$ cat config.mk
export PLATFORM = sky130hd
export DESIGN_NAME = mul_d
export DESIGN_NICKNAME = d
export VERILOG_FILES = /design/src/rtl/dil_pkg.sv /design/src/rtl/mul_d_pp.sv /design/src/rtl/mul_d.sv
export SDC_FILE = /design/constraint.sdc
export NUM_CORES = 1
export LEC_CHECK = 0
export CAP_MARGIN = 25
export CORE_MARGIN = 2
export CORE_UTILIZATION = 57
export DETAILED_ROUTE_END_ITERATION = 10
export PLACE_DENSITY = 0.87
export SKIP_LAST_GASP = 1
export SLEW_MARGIN = 20
export SYNTH_ARGS = -nofsm -noshare
export SYNTH_HDL_FRONTEND = slang
export SYNTH_SLANG_ARGS = --single-unit
export TNS_END_PERCENT = 20
$ cat constraint.sdc
create_clock -name clk_i -period 3.8 [get_ports clk_i]
set_input_delay 0.76 -clock clk_i [delete_from_list [all_inputs] [get_ports clk_i]]
set_output_delay 0.76 -clock clk_i [all_outputs]
set_load 0.02 [all_outputs]
$ cat src/rtl/dil_pkg.sv
// Shared types and constants for the Dilithium arithmetic path.
package dil_pkg;

    localparam int COEF_W = 23;
    localparam int PROD_W = 46;
    localparam logic [COEF_W-1:0] Q_D = 23'd8380417;

    typedef logic [COEF_W-1:0] coef_t;
    typedef logic [PROD_W-1:0] prod_t;

    typedef enum logic [1:0] {
        IDLE,
        BUSY,
        DONE
    } mul_state_t;

endpackage

$ cat src/rtl/mul_d_pp.sv
// Radix-4 digit select: maps a 2-bit multiplier digit to 0, b, 2b or 3b.
module mul_d_pp
    import dil_pkg::*;
#(
    parameter int WIDTH = COEF_W
) (
    input  logic [1:0]       d_i,
    input  logic [WIDTH-1:0] b_i,
    input  logic [WIDTH+1:0] b3_i,
    output logic [WIDTH+1:0] pp_o
);

    always_comb begin
        pp_o = '0;
        unique case (d_i)
            2'd0: pp_o = '0;
            2'd1: pp_o = {2'b00, b_i};
            2'd2: pp_o = {1'b0, b_i, 1'b0};
            2'd3: pp_o = b3_i;
            default: pp_o = '0;
        endcase
    end

endmodule

$ cat src/rtl/mul_d.sv
// Iterative radix-4 unsigned multiplier feeding the Barrett stage red_D.
// Two multiplier bits are retired per cycle; product bits shift into acc_lo.
module mul_d
    import dil_pkg::*;
#(
    parameter int WIDTH = COEF_W
) (
    input  logic               clk_i,
    input  logic               rst_n_i,
    input  logic               valid_i,
    output logic               ready_o,
    input  logic [WIDTH-1:0]   a_i,
    input  logic [WIDTH-1:0]   b_i,
    output logic               valid_o,
    input  logic               ready_i,
    output logic [2*WIDTH-1:0] product_o
);

    localparam int ITER = (WIDTH + 1) / 2;
    localparam int AW   = 2 * ITER;
    localparam int BW   = WIDTH + 2;
    localparam int CW   = $clog2(ITER);
    localparam logic [CW-1:0] LAST = CW'(ITER - 1);

    mul_state_t         state_q, state_d;
    logic [AW-1:0]      a_q, a_d;
    logic [WIDTH-1:0]   b_q, b_d;
    logic [BW-1:0]      b3_q, b3_d;
    logic [WIDTH:0]     hi_q, hi_d;
    logic [AW-1:0]      lo_q, lo_d;
    logic [CW-1:0]      cnt_q, cnt_d;
    logic [2*WIDTH-1:0] prod_q, prod_d;
    logic [BW-1:0]      pp;
    logic [BW:0]        sum;

    mul_d_pp #(.WIDTH(WIDTH)) u_pp (
        .d_i  (a_q[1:0]),
        .b_i  (b_q),
        .b3_i (b3_q),
        .pp_o (pp)
    );

    // hi stays below 2b, so hi + 3b fits in BW+1 bits
    assign sum = (BW+1)'(hi_q) + (BW+1)'(pp);

    assign ready_o   = (state_q == IDLE);
    assign valid_o   = (state_q == DONE);
    assign product_o = prod_q;

    always_comb begin
        state_d = state_q;
        a_d     = a_q;
        b_d     = b_q;
        b3_d    = b3_q;
        hi_d    = hi_q;
        lo_d    = lo_q;
        cnt_d   = cnt_q;
        prod_d  = prod_q;
        unique case (state_q)
            IDLE: begin
                if (valid_i) begin
                    a_d     = AW'(a_i);
                    b_d     = b_i;
                    b3_d    = {2'b00, b_i} + {1'b0, b_i, 1'b0};
                    hi_d    = '0;
                    lo_d    = '0;
                    cnt_d   = '0;
                    state_d = BUSY;
                end
            end
            BUSY: begin
                a_d  = a_q >> 2;
                hi_d = sum[BW:2];
                lo_d = {sum[1:0], lo_q[AW-1:2]};
                if (cnt_q == LAST) begin
                    cnt_d   = '0;
                    prod_d  = {sum[WIDTH:0], lo_q[AW-1:2]};
                    state_d = DONE;
                end else begin
                    cnt_d = cnt_q + 1'b1;
                end
            end
            DONE: begin
                if (ready_i) state_d = IDLE;
            end
            default: state_d = IDLE;
        endcase
    end

    always_ff @(posedge clk_i) begin
        if (!rst_n_i) begin
            state_q <= IDLE;
            a_q     <= '0;
            b_q     <= '0;
            b3_q    <= '0;
            hi_q    <= '0;
            lo_q    <= '0;
            cnt_q   <= '0;
            prod_q  <= '0;
        end else begin
            state_q <= state_d;
            a_q     <= a_d;
            b_q     <= b_d;
            b3_q    <= b3_d;
            hi_q    <= hi_d;
            lo_q    <= lo_d;
            cnt_q   <= cnt_d;
            prod_q  <= prod_d;
        end
    end

endmodule

==> run_results.csv <==
group,metric,value,unit
floorplanning,initial_core_util,0.5853,
critical_path,reg2reg_depth,10,
yosys,synth_mux_area_frac,0.03009,
clock_network,clockBufferDepth,2,
timing,slew_headroom,0.3472,
timing,hold_viol_final,0,
run_status,outcome,"completed",
critical_path,reg2reg_slack,0.38,ns
finish,fillers,1211,
finish,fin_nets,1271,
finish,area_growth_syn_to_layout,18.66,%
critical_path,start_kind,"register",
pwr,p_leak,4.021,nW
pwr,netSwitchingPower,1.187,mW
clock_network,clock-sinks,168,
yosys,seq_area_frac_synth,0.3780,
pwr,seqPwrFrac,0.451,
floorplanning,die_h,128.9,um
detailed_routing,drc,0,
hold_path,worstHoldStart,"product_o[13]",
clock_network,cts-buffers-inserted,17,
finish,drive_above_1_share,0.08030,
placed_design,portBuffers,97,
timing,finalCritPeriodShare,0.9001,
detailed_routing,wl_per_cell,16.33,um
yosys,synth_fa_ha_area_frac,0.07340,
grt,grt_start_max_net_pins,55,
clock_network,htreeDepth,4,
pwr,power_per_cell_area,391.7,nW/um^2
critical_path,crit_fanout,23,
critical_path,path_class,"register to register",
finish,layout_common_cells,"nand2_1 (221), dfxtp_1 (168), a21oi_1 (155), clkdlybuf4s50_1 (97), nand3_1 (62)",
timing,min_period,3.420,ns
floorplanning,die_w,128.9,um
timing,tightest_slew,0.9792,ns
timing,fin_worst_skew,0.01187,ns
yosys,synth_compound_area_frac,0.2624,
grt,grt_pass1_vias,7724,
pwr,internal_power,2.949,mW
yosys,synth_cell_types,69,
critical_path,cp-startpoint,"a_q[1]",
finish,antennaDiodeCount,0,
yosys,synth-main-ff-cell,"dfxtp_1",
floorplanning,core,15200,um^2
yosys,synthSimpleGateAreaFrac,0.1908,
hold_path,min_path_cells,2,
hold_path,hold-path-endpoint,"product_o[13]",
yosys,synth-seq-cells,168,
pwr,p_clk_frac,0.411,
detailed_routing,drt-total-wl,22.39,mm
placed_design,gp_congestion,0.9291,
job,maxCapViolCount,0,
timing,fin_setup_tns,0,ns
clock_network,clkTransAtPathRegs,0.07,ns
timing,rsz0062_at_grt,"no",
detailed_routing,via_per_inst,6.066,
timing,whs,0.4535,ns
critical_path,end_kind,"register",
detailed_routing,drt_pass1_iterations,5,
clock_network,clock_latency,0.43,ns
floorplanning,ios,98,
clock_network,cts-hold-fix-buffers,0,
finish,layout_commonest_cell,"nand2_1",
yosys,synth_edf_count,0,
pwr,swShare,0.2870,
pwr,max-vdd-ir-drop,0.3597,mV
yosys,syn_area_per_cell,8.002,um^2
clock_network,postCtsSetupRepairBufs,0,
yosys,async_flop_share,0,
yosys,synth_xor_area_frac,0.02756,
detailed_routing,ant_nets,0,
timing,drv_slew,0,
hold_path,hp-class,"register to register",
yosys,syn-num-nets,1213,
yosys,synth_top_family_by_area,"compound AO/OA/AOI/OAI gates",
floorplanning,core.rowCount,45,
clock_network,ctsResizeCount,0,
timing,fmax,292.4,MHz
timing,setup_viol,0,
critical_path,crit_required,4.09,ns
yosys,synth_warnings,0,
yosys,mappedNetlistArea,8899,um^2
detailed_routing,dr.first_iter.drc_count,817,
grt,grt_use_total,0.2704,
grt,antenna_found_initial,0,
placed_design,hpwl,15.35,mm
pwr,pwr-share-comb,0.137,
clock_network,cts-root-buf,"clkbuf_16",
floorplanning,dieArea,16630,um^2
critical_path,reg2reg_to,"hi_q[19]",
critical_path,r2r-start,"a_q[1]",
critical_path,worstPathArrival,3.71,ns
detailed_routing,vias,8316,
grt,grt_pass1_wl,36.94,mm
grt,grt_overflow,0,
yosys,syn-instance-count,1112,
clock_network,cts_tree,"done",
-- stage by stage --
stage	cells	utilization	setup slack [ns]	instance area [um^2]	total power [mW]
2_1_floorplan	1112	-	0.6137	8899	2.284
5_1_grt	1371	0.6946	0.1738	10560	4.290
6_report	1371	0.6946	0.3797	10560	4.135
3_5_place_dp	1339	0.6551	0.3320	9960	2.459
3_3_place_gp	1339	0.6551	0.4816	9960	2.444
4_1_cts	1371	0.6944	0.4634	10560	4.144
-- sequential cells by signal, indices dropped and copies added, names as in the netlist --
name       cells
b3_q          24
b_q           23
cnt_q          4
lo_q          22
hi_q          24
state_q        2
product_o     46
a_q           23
-- critical path, cell delays in order (launching register included) --
cell and delay [ns]:
dfxtp_1 0.37, buf_4 0.30, mux2_2 0.37, a22o_1 0.21, ha_1 0.41, and3_1 0.22
nand3_1 0.15, o31ai_2 0.61, a31oi_1 0.20, xor2_1 0.28, o21ai_0 0.13
-- area by class of cell --
class                           count  area, um^2  area share
Clock buffer                       18       439.2     0.04159
Multi-Input combinational cell    855        5215      0.4939
Sequential cell                   168        3363      0.3185
Inverter                           15       57.56    0.005451
Clock inverter                     14       157.7     0.01493
Timing Repair Buffer              113        1091      0.1033
Tap cell                          188       235.2     0.02228
-- per-layer routing --
layer,track usage,vias up,part of all wire,wire length [um]
met5,0,-,0,0
met4,0.07801,0,0.021,461
met3,0.04116,40,0.060,1340
met2,0.4435,286,0.47,10510
met1,0.3711,3870,0.45,10080
li1,-,4120,-,-
-- cell families (layout without fill, tap and decap cells) --
| kind of cell | count (synthesis) | count (layout) |
|---|---|---|
| AND/OR/NAND/NOR | 387 | 387 |
| AO/OA/AOI/OAI | 365 | 365 |
| flip-flops | 168 | 168 |
| buffers and inverters | 89 | 160 |
| adder cells (fa/ha/maj) | 51 | 51 |
| XOR/XNOR | 28 | 28 |
| multiplexers | 24 | 24 |
-- power groups by stage --
stage | sequential (mW) | combinational (mW) | clock (mW)
2_1_floorplan | 1.89 | 0.396 | 0
3_3_place_gp | 1.90 | 0.543 | 0
3_5_place_dp | 1.90 | 0.555 | 0
4_1_cts | 1.86 | 0.561 | 1.72
5_1_grt | 1.87 | 0.625 | 1.79
6_report | 1.87 | 0.569 | 1.70
-- Yosys cell counts, types with 3 or more instances --
library cell / count / area (um^2)
nand3b_1: 3 / 22.52
o211ai_1: 6 / 45.04
clkbuf_1: 60 / 225.2
nor2b_1: 5 / 31.28
a22oi_1: 23 / 172.7
nand3_1: 62 / 310.3
a21o_1: 27 / 202.7
o21bai_1: 4 / 30.03
nand2b_1: 3 / 18.77
o21a_1: 13 / 97.59
a21oi_1: 155 / 775.7
and2_1: 8 / 50.05
and3_1: 8 / 50.05
nand4_1: 6 / 37.54
inv_1: 15 / 56.30
xnor2_1: 17 / 148.9
nand2_1: 222 / 833.3
o221ai_1: 5 / 43.79
buf_1: 12 / 45.04
o31ai_1: 5 / 37.54
a211oi_1: 6 / 45.04
and4_1: 3 / 26.28
xor2_1: 11 / 96.34
a22o_1: 24 / 210.2
or2_2: 4 / 25.02
a31oi_1: 12 / 75.07
or3_1: 7 / 43.79
dfxtp_1: 168 / 3363
ha_1: 49 / 613.1
mux2_2: 22 / 247.7
nor2_1: 41 / 153.9
nor3_1: 9 / 45.04
a21oi_2: 3 / 26.28
o21ai_0: 49 / 245.2
-- how the worst max path moves through the flow --
stage	end	slack, ns	cells after the start
6_report	hi_q[19]	0.38	10
4_1_cts	hi_q[19]	0.46	10
3_5_place_dp	b3_q[23]	0.33	11
5_1_grt	hi_q[19]	0.17	10
2_1_floorplan	hi_q[21]	0.61	13
3_3_place_gp	b3_q[23]	0.48	11
Note: power is estimated with default switching activity, not from simulation.
